===== src/rtl/seg_rw_seq.sv =====
// Block-transfer initiator for a segment memory: one command in, a stream of
// addr/dataW/write request tokens out, read data returned in order.
module seg_rw_seq #(
  parameter int NELEMS  = 127,
  parameter int DWIDTH  = 127,
  parameter int AWIDTH  = 7,
  parameter int LWIDTH  = 8,
  parameter int MAX_OUT = 4
) (
  input  logic              clock,
  input  logic              reset,
  input  logic              cmd_valid,
  output logic              cmd_ready,
  input  logic              cmd_write,
  input  logic [AWIDTH-1:0] cmd_base,
  input  logic [LWIDTH-1:0] cmd_len,
  input  logic [DWIDTH-1:0] wr_data,
  input  logic              wr_valid,
  output logic              wr_ready,
  output logic [DWIDTH-1:0] rd_data,
  output logic              rd_valid,
  input  logic              rd_ready,
  output logic [AWIDTH-1:0] seg_addr,
  output logic [DWIDTH-1:0] seg_dataW,
  output logic              seg_write,
  output logic              seg_req_valid,
  input  logic              seg_req_ready,
  input  logic [DWIDTH-1:0] seg_dataR,
  input  logic              seg_rsp_valid,
  output logic              seg_rsp_ready,
  output logic              done,
  output logic              err
);

  localparam int OW = 4;
  localparam logic [AWIDTH:0]   NEL  = (AWIDTH+1)'(NELEMS);
  localparam logic [AWIDTH-1:0] LAST = AWIDTH'(NELEMS - 1);
  localparam logic [OW-1:0]     MAXO = OW'(MAX_OUT);

  typedef enum logic [1:0] {IDLE, ISSUE, DRAIN} state_t;

  state_t            state_q, state_d;
  logic [AWIDTH-1:0] addr_q, addr_d, addr_nxt;
  logic [LWIDTH-1:0] rem_q, rem_d;
  logic [OW-1:0]     out_q, out_d;
  logic              write_q, write_d;
  logic              done_q, done_d;
  logic              err_q, err_d;
  logic              rsp_active, req_hs, rsp_hs, rd_inc;

  assign addr_nxt = (addr_q == LAST) ? '0 : addr_q + AWIDTH'(1);

  // Response path is live only mid-transfer and never during reset.
  assign rsp_active    = (state_q != IDLE) & ~reset;
  assign rd_data       = seg_dataR;
  assign rd_valid      = seg_rsp_valid & rsp_active;
  assign seg_rsp_ready = rd_ready & rsp_active;
  assign rsp_hs        = rd_valid & rd_ready;

  assign cmd_ready = (state_q == IDLE);
  assign seg_addr  = addr_q;
  assign done      = done_q;
  assign err       = err_q;

  always_comb begin
    seg_req_valid = 1'b0;
    seg_write     = 1'b0;
    seg_dataW     = '0;
    wr_ready      = 1'b0;
    if (state_q == ISSUE) begin
      if (write_q) begin
        seg_req_valid = wr_valid;
        seg_write     = 1'b1;
        seg_dataW     = wr_data;
        wr_ready      = seg_req_ready;
      end else begin
        seg_req_valid = (out_q < MAXO);
      end
    end
  end

  assign req_hs = seg_req_valid & seg_req_ready;
  assign rd_inc = req_hs & ~write_q;

  always_comb begin
    state_d = state_q;
    addr_d  = addr_q;
    rem_d   = rem_q;
    write_d = write_q;
    err_d   = err_q;
    done_d  = 1'b0;
    out_d   = out_q;
    unique case ({rd_inc, rsp_hs})
      2'b10:   out_d = out_q + OW'(1);
      2'b01:   out_d = out_q - OW'(1);
      default: out_d = out_q;
    endcase
    unique case (state_q)
      IDLE: begin
        if (cmd_valid) begin
          write_d = cmd_write;
          if ({1'b0, cmd_base} >= NEL) begin
            err_d  = 1'b1;
            done_d = 1'b1;
          end else if (cmd_len == '0) begin
            err_d  = 1'b0;
            done_d = 1'b1;
          end else begin
            err_d   = 1'b0;
            addr_d  = cmd_base;
            rem_d   = cmd_len;
            state_d = ISSUE;
          end
        end
      end
      ISSUE: begin
        if (req_hs) begin
          addr_d = addr_nxt;
          rem_d  = rem_q - LWIDTH'(1);
          if (rem_q == LWIDTH'(1)) begin
            if (write_q) begin
              done_d  = 1'b1;
              state_d = IDLE;
            end else begin
              state_d = DRAIN;
            end
          end
        end
      end
      DRAIN: begin
        if (rsp_hs && out_q == OW'(1)) begin
          done_d  = 1'b1;
          state_d = IDLE;
        end
      end
      default: state_d = IDLE;
    endcase
  end

  always_ff @(posedge clock or posedge reset) begin
    if (reset) begin
      state_q <= IDLE;
      addr_q  <= '0;
      rem_q   <= '0;
      out_q   <= '0;
      write_q <= 1'b0;
      done_q  <= 1'b0;
      err_q   <= 1'b0;
    end else begin
      state_q <= state_d;
      addr_q  <= addr_d;
      rem_q   <= rem_d;
      out_q   <= out_d;
      write_q <= write_d;
      done_q  <= done_d;
      err_q   <= err_d;
    end
  end

endmodule


===== config.mk =====
export PLATFORM = sky130hd
export DESIGN_NAME = seg_rw_seq
export DESIGN_NICKNAME = d
export VERILOG_FILES = /design/src/rtl/seg_rw_seq.sv
export SDC_FILE = /design/constraint.sdc
export NUM_CORES = 1
export LEC_CHECK = 0
export ABC_AREA = 1
export CAP_MARGIN = 20
export CORE_AREA = 2 2 211 213
export DETAILED_ROUTE_END_ITERATION = 8
export DIE_AREA = 0 0 213 215
export SYNTH_ARGS = -nofsm -noshare
export SYNTH_HDL_FRONTEND = slang
export SYNTH_SLANG_ARGS = --single-unit

===== constraint.sdc =====
create_clock -name clock -period 2.3 [get_ports clock]
set_clock_uncertainty 0.2 [all_clocks]
set_input_delay 0.46 -clock clock [delete_from_list [all_inputs] [get_ports clock]]
set_output_delay 0.46 -clock clock [all_outputs]
set_load 0.02 [all_outputs]

==> results.py <==
metrics = {
    "sta": {
        "fin_crit_sh": 0.977,
        "worstMarginPinSlew_ns": 0.348,
        "fmax_ghz": 0.445,
        "hold_viol": 0,
        "rsz0062_at_grt": "yes",
        "relSlewSlack": 0.768,
        "slew_violations": 0,
        "min_period_ns": 2.25,
        "setup_violations": 0,
    },
    "worst_setup_path": {
        "crit_arrival_ns": 1.59,
        "r2r_end": "out_q[3]",
        "r2r_setup_slack_ns": 0.08,
        "path_max_fanout": 4,
        "worst_setup_path_start_kind": "flip-flop",
        "endpoint_kind": "output pin",
        "worst-r2r-cell-count": 12,
        "slowest_delay_ns": 0.52,
        "cp_slowest_cell": "dfrtp_4",
        "critPathTopFamily": "buffers and inverters",
        "crit_chain": "buf_4, buf_4, nand2_2, nand2_2, nor2_2, buf_4, buf_4",
        "critPathBufInv": 4,
        "rr_startpoint": "write_q",
        "crit_required_ns": 1.64,
        "cp_common_cell": "buf_4",
        "crit_type": "flip-flop to output pin",
    },
    "min_path": {
        "hp-start": "err",
        "holdPathStages": 2,
        "min_path_type": "flip-flop to flip-flop",
        "min_to": "err",
    },
    "logic_synthesis": {
        "ys_seq_elements": 24,
        "synth_area_per_cell_um2": 5.61,
        "yosysSeqAreaShare": 0.159,
        "synth.distinct_cells": 29,
        "syn_nets": 958,
        "netlist_area_um2": 3780,
        "yosysWarnings": 0,
        "synthesis.instances": 673,
    },
    "drt": {
        "via_per_inst": 3.30,
        "wl_met3_um": 2840,
        "drc_errors": 0,
        "postRouteWirelength_um": 23900,
        "avgRoutedWirePerCell_um": 16.6,
        "ant_nets": 0,
        "first_pass_iters": 4,
        "met2RoutedLength_um": 11000,
        "drt_iter0_drc": 219,
        "vias": 4767,
        "dr.max_layer_used": "met5",
        "drt-met1-wl_um": 9130,
    },
    "clock_tree": {
        "cts_buffers": 3,
        "cts_max_path_buffers": 2,
        "cts_root_buf": "clkbuf_16",
        "clk_pin_slew_ns": 0.06,
        "cts_hold_buf": 0,
        "cts.htree.levels": 1,
        "cts_tree": "done",
        "worstSkewPairLatency_ns": 0.26,
        "clkSinkCount": 24,
    },
    "power": {
        "p_per_area_nw_per_um2": 1270,
        "ir_drop_uv": 501,
        "p_leak_nw": 3.15,
        "totalPowerFinal_mw": 8.80,
    },
    "floorplanning": {
        "die_area_um2": 45800,
        "num_rows": 77,
        "ioPinCount": 546,
        "core_area_um2": 43600,
        "die_h_um": 215,
        "start_util": 0.0865,
        "die_x_um": 213,
    },
    "final_layout": {
        "final_core_util": 0.159,
        "fill_cells": 5060,
        "nets": 1134,
        "area_delta_synth_final_pct": 84.2,
        "drive_gt1_frac": 0.204,
    },
    "placement": {
        "io_buffers": 291,
        "detailed_place_hpwl_um": 20800,
        "globalplace.congestion": 0.807,
    },
    "global_route": {
        "grt_overflow": 0,
        "grt_max_degree": 78,
        "track_usage": 0.0982,
        "grt_pass1_wl_um": 32800,
        "antenna_found_initial": 8,
        "grt_pass1_vias": 4833,
    },
    "status": {
        "outcome": "completed",
    },
    "run": {
        "maxCapViolCount": 0,
    },
}
area by class of cell:
type,instances,area [um^2],share of cell area
Tap cell,592,741,0.107
Multi-Input combinational cell,459,2070,0.298
Sequential cell,24,606,0.0871
Clock buffer,4,88.8,0.0128
Inverter,29,109,0.0157
Antenna cell,5,12.5,0.00180
Timing Repair Buffer,332,3330,0.478
per-layer routing:
metal  vias up  global-route usage
met2       293               0.162
met5         -             0.00862
met1      2114               0.108
met3        92              0.0475
met4         4              0.0357
li1       2264                   -
Yosys cell counts (all sizes together):
library cell	n	area (um^2)
nand4	10	62.6
clkbuf	6	22.5
a21oi	4	20.0
nand3	21	110
xnor2	3	26.3
ha	8	100
or2	1	6.26
and2	2	12.5
buf	155	1090
dfrtp	24	601
and3	2	12.5
o21ai	10	50.0
xor2	5	43.8
inv	29	109
o21bai	1	11.3
nand2	229	865
nor2	158	603
a31oi	1	6.26
nand3b	1	7.51
nor3	2	10.0
o22ai	1	6.26
report_power, final:
group / total [mW] / internal (mW) / leakage (nW) / switching [mW]
clock network: 0.423 / 0.266 / 0.0442 / 0.157
registers: 0.861 / 0.616 / 0.301 / 0.245
logic: 7.52 / 3.15 / 2.81 / 4.37
worst max-delay path by stage:
stage / depth (start not counted) / slack, ns / startpoint / end
global placement: 6 / -0.39 / wr_valid / seg_req_valid
detailed placement: 6 / -0.37 / wr_valid / seg_req_valid
CTS: 5 / -0.03 / write_q / seg_dataW[122]
finish: 7 / 0.05 / write_q / seg_req_valid
global route: 12 / -0.07 / write_q / out_q[2]
floorplan: 10 / 0.05 / state_q[1] / out_q[2]
placed cells by master (no fill, tap or decap), types with 22 or more instances in the layout:
master           instances
buf_4                   43
nand2_1                223
dlygate4sd2_1           33
buf_12                  23
inv_1                   26
dfrtp_1                 22
clkdlybuf4s15_2         23
nor2_1                 137
clkdlybuf4s50_1        157
registers in the layout, summed over array words and instances, names as in the netlist:
name	cells
done	1
err	1
out_q	4
rem_q	8
seg_addr	7
state_q	2
write_q	1
cell families (layout without fill, tap and decap cells):
group                    Yosys count  after routing  share of synthesized area
AND/OR/NAND/NOR                  426            426                      0.447
buffers and inverters            190            365                      0.324
flip-flops                        24             24                      0.159
AO/OA/AOI/OAI                     17             17                     0.0249
adder cells (fa/ha/maj)            8              8                     0.0265
XOR/XNOR                           8              8                     0.0186
other                              0              5                          0
worst register-to-register path: cells and delay by family (launching register included):
| kind | cells | cell delay [ns] |
|---|---|---|
| adders and majority gates | 1 | 0.26 |
| DFF | 1 | 0.52 |
| AOI/OAI and AO/OA | 1 | 0.11 |
| xor gates and xnor gates | 1 | 0.14 |
| and+or+nand+nor | 5 | 0.41 |
| buffers and inverters | 4 | 0.49 |
through the flow:
step / cells / setup TNS (ns) / hold slack (ns) / area, um^2 / setup WS [ns]
floorplan: 673 / 0 / 0.264 / 3780 / 0.0461
global placement: 1431 / -9.74 / 0.287 / 6830 / -0.387
detailed placement: 1431 / -10.20 / 0.283 / 6830 / -0.371
CTS: 1438 / -0.0802 / 0.311 / 7000 / -0.0325
global route: 1440 / -0.151 / 0.339 / 6940 / -0.0731
finish: 1445 / 0 / 0.309 / 6950 / 0.0534
timing repair:
item	4_1_cts	5_1_grt
endpoints found under the setup margin	115	83
pin swaps	0	5
cloned	1	1
hold endpoints to repair	0	0
resized for setup	219	79
buffers inserted	2	1
No activity file was read; power rests on OpenSTA's default activity.
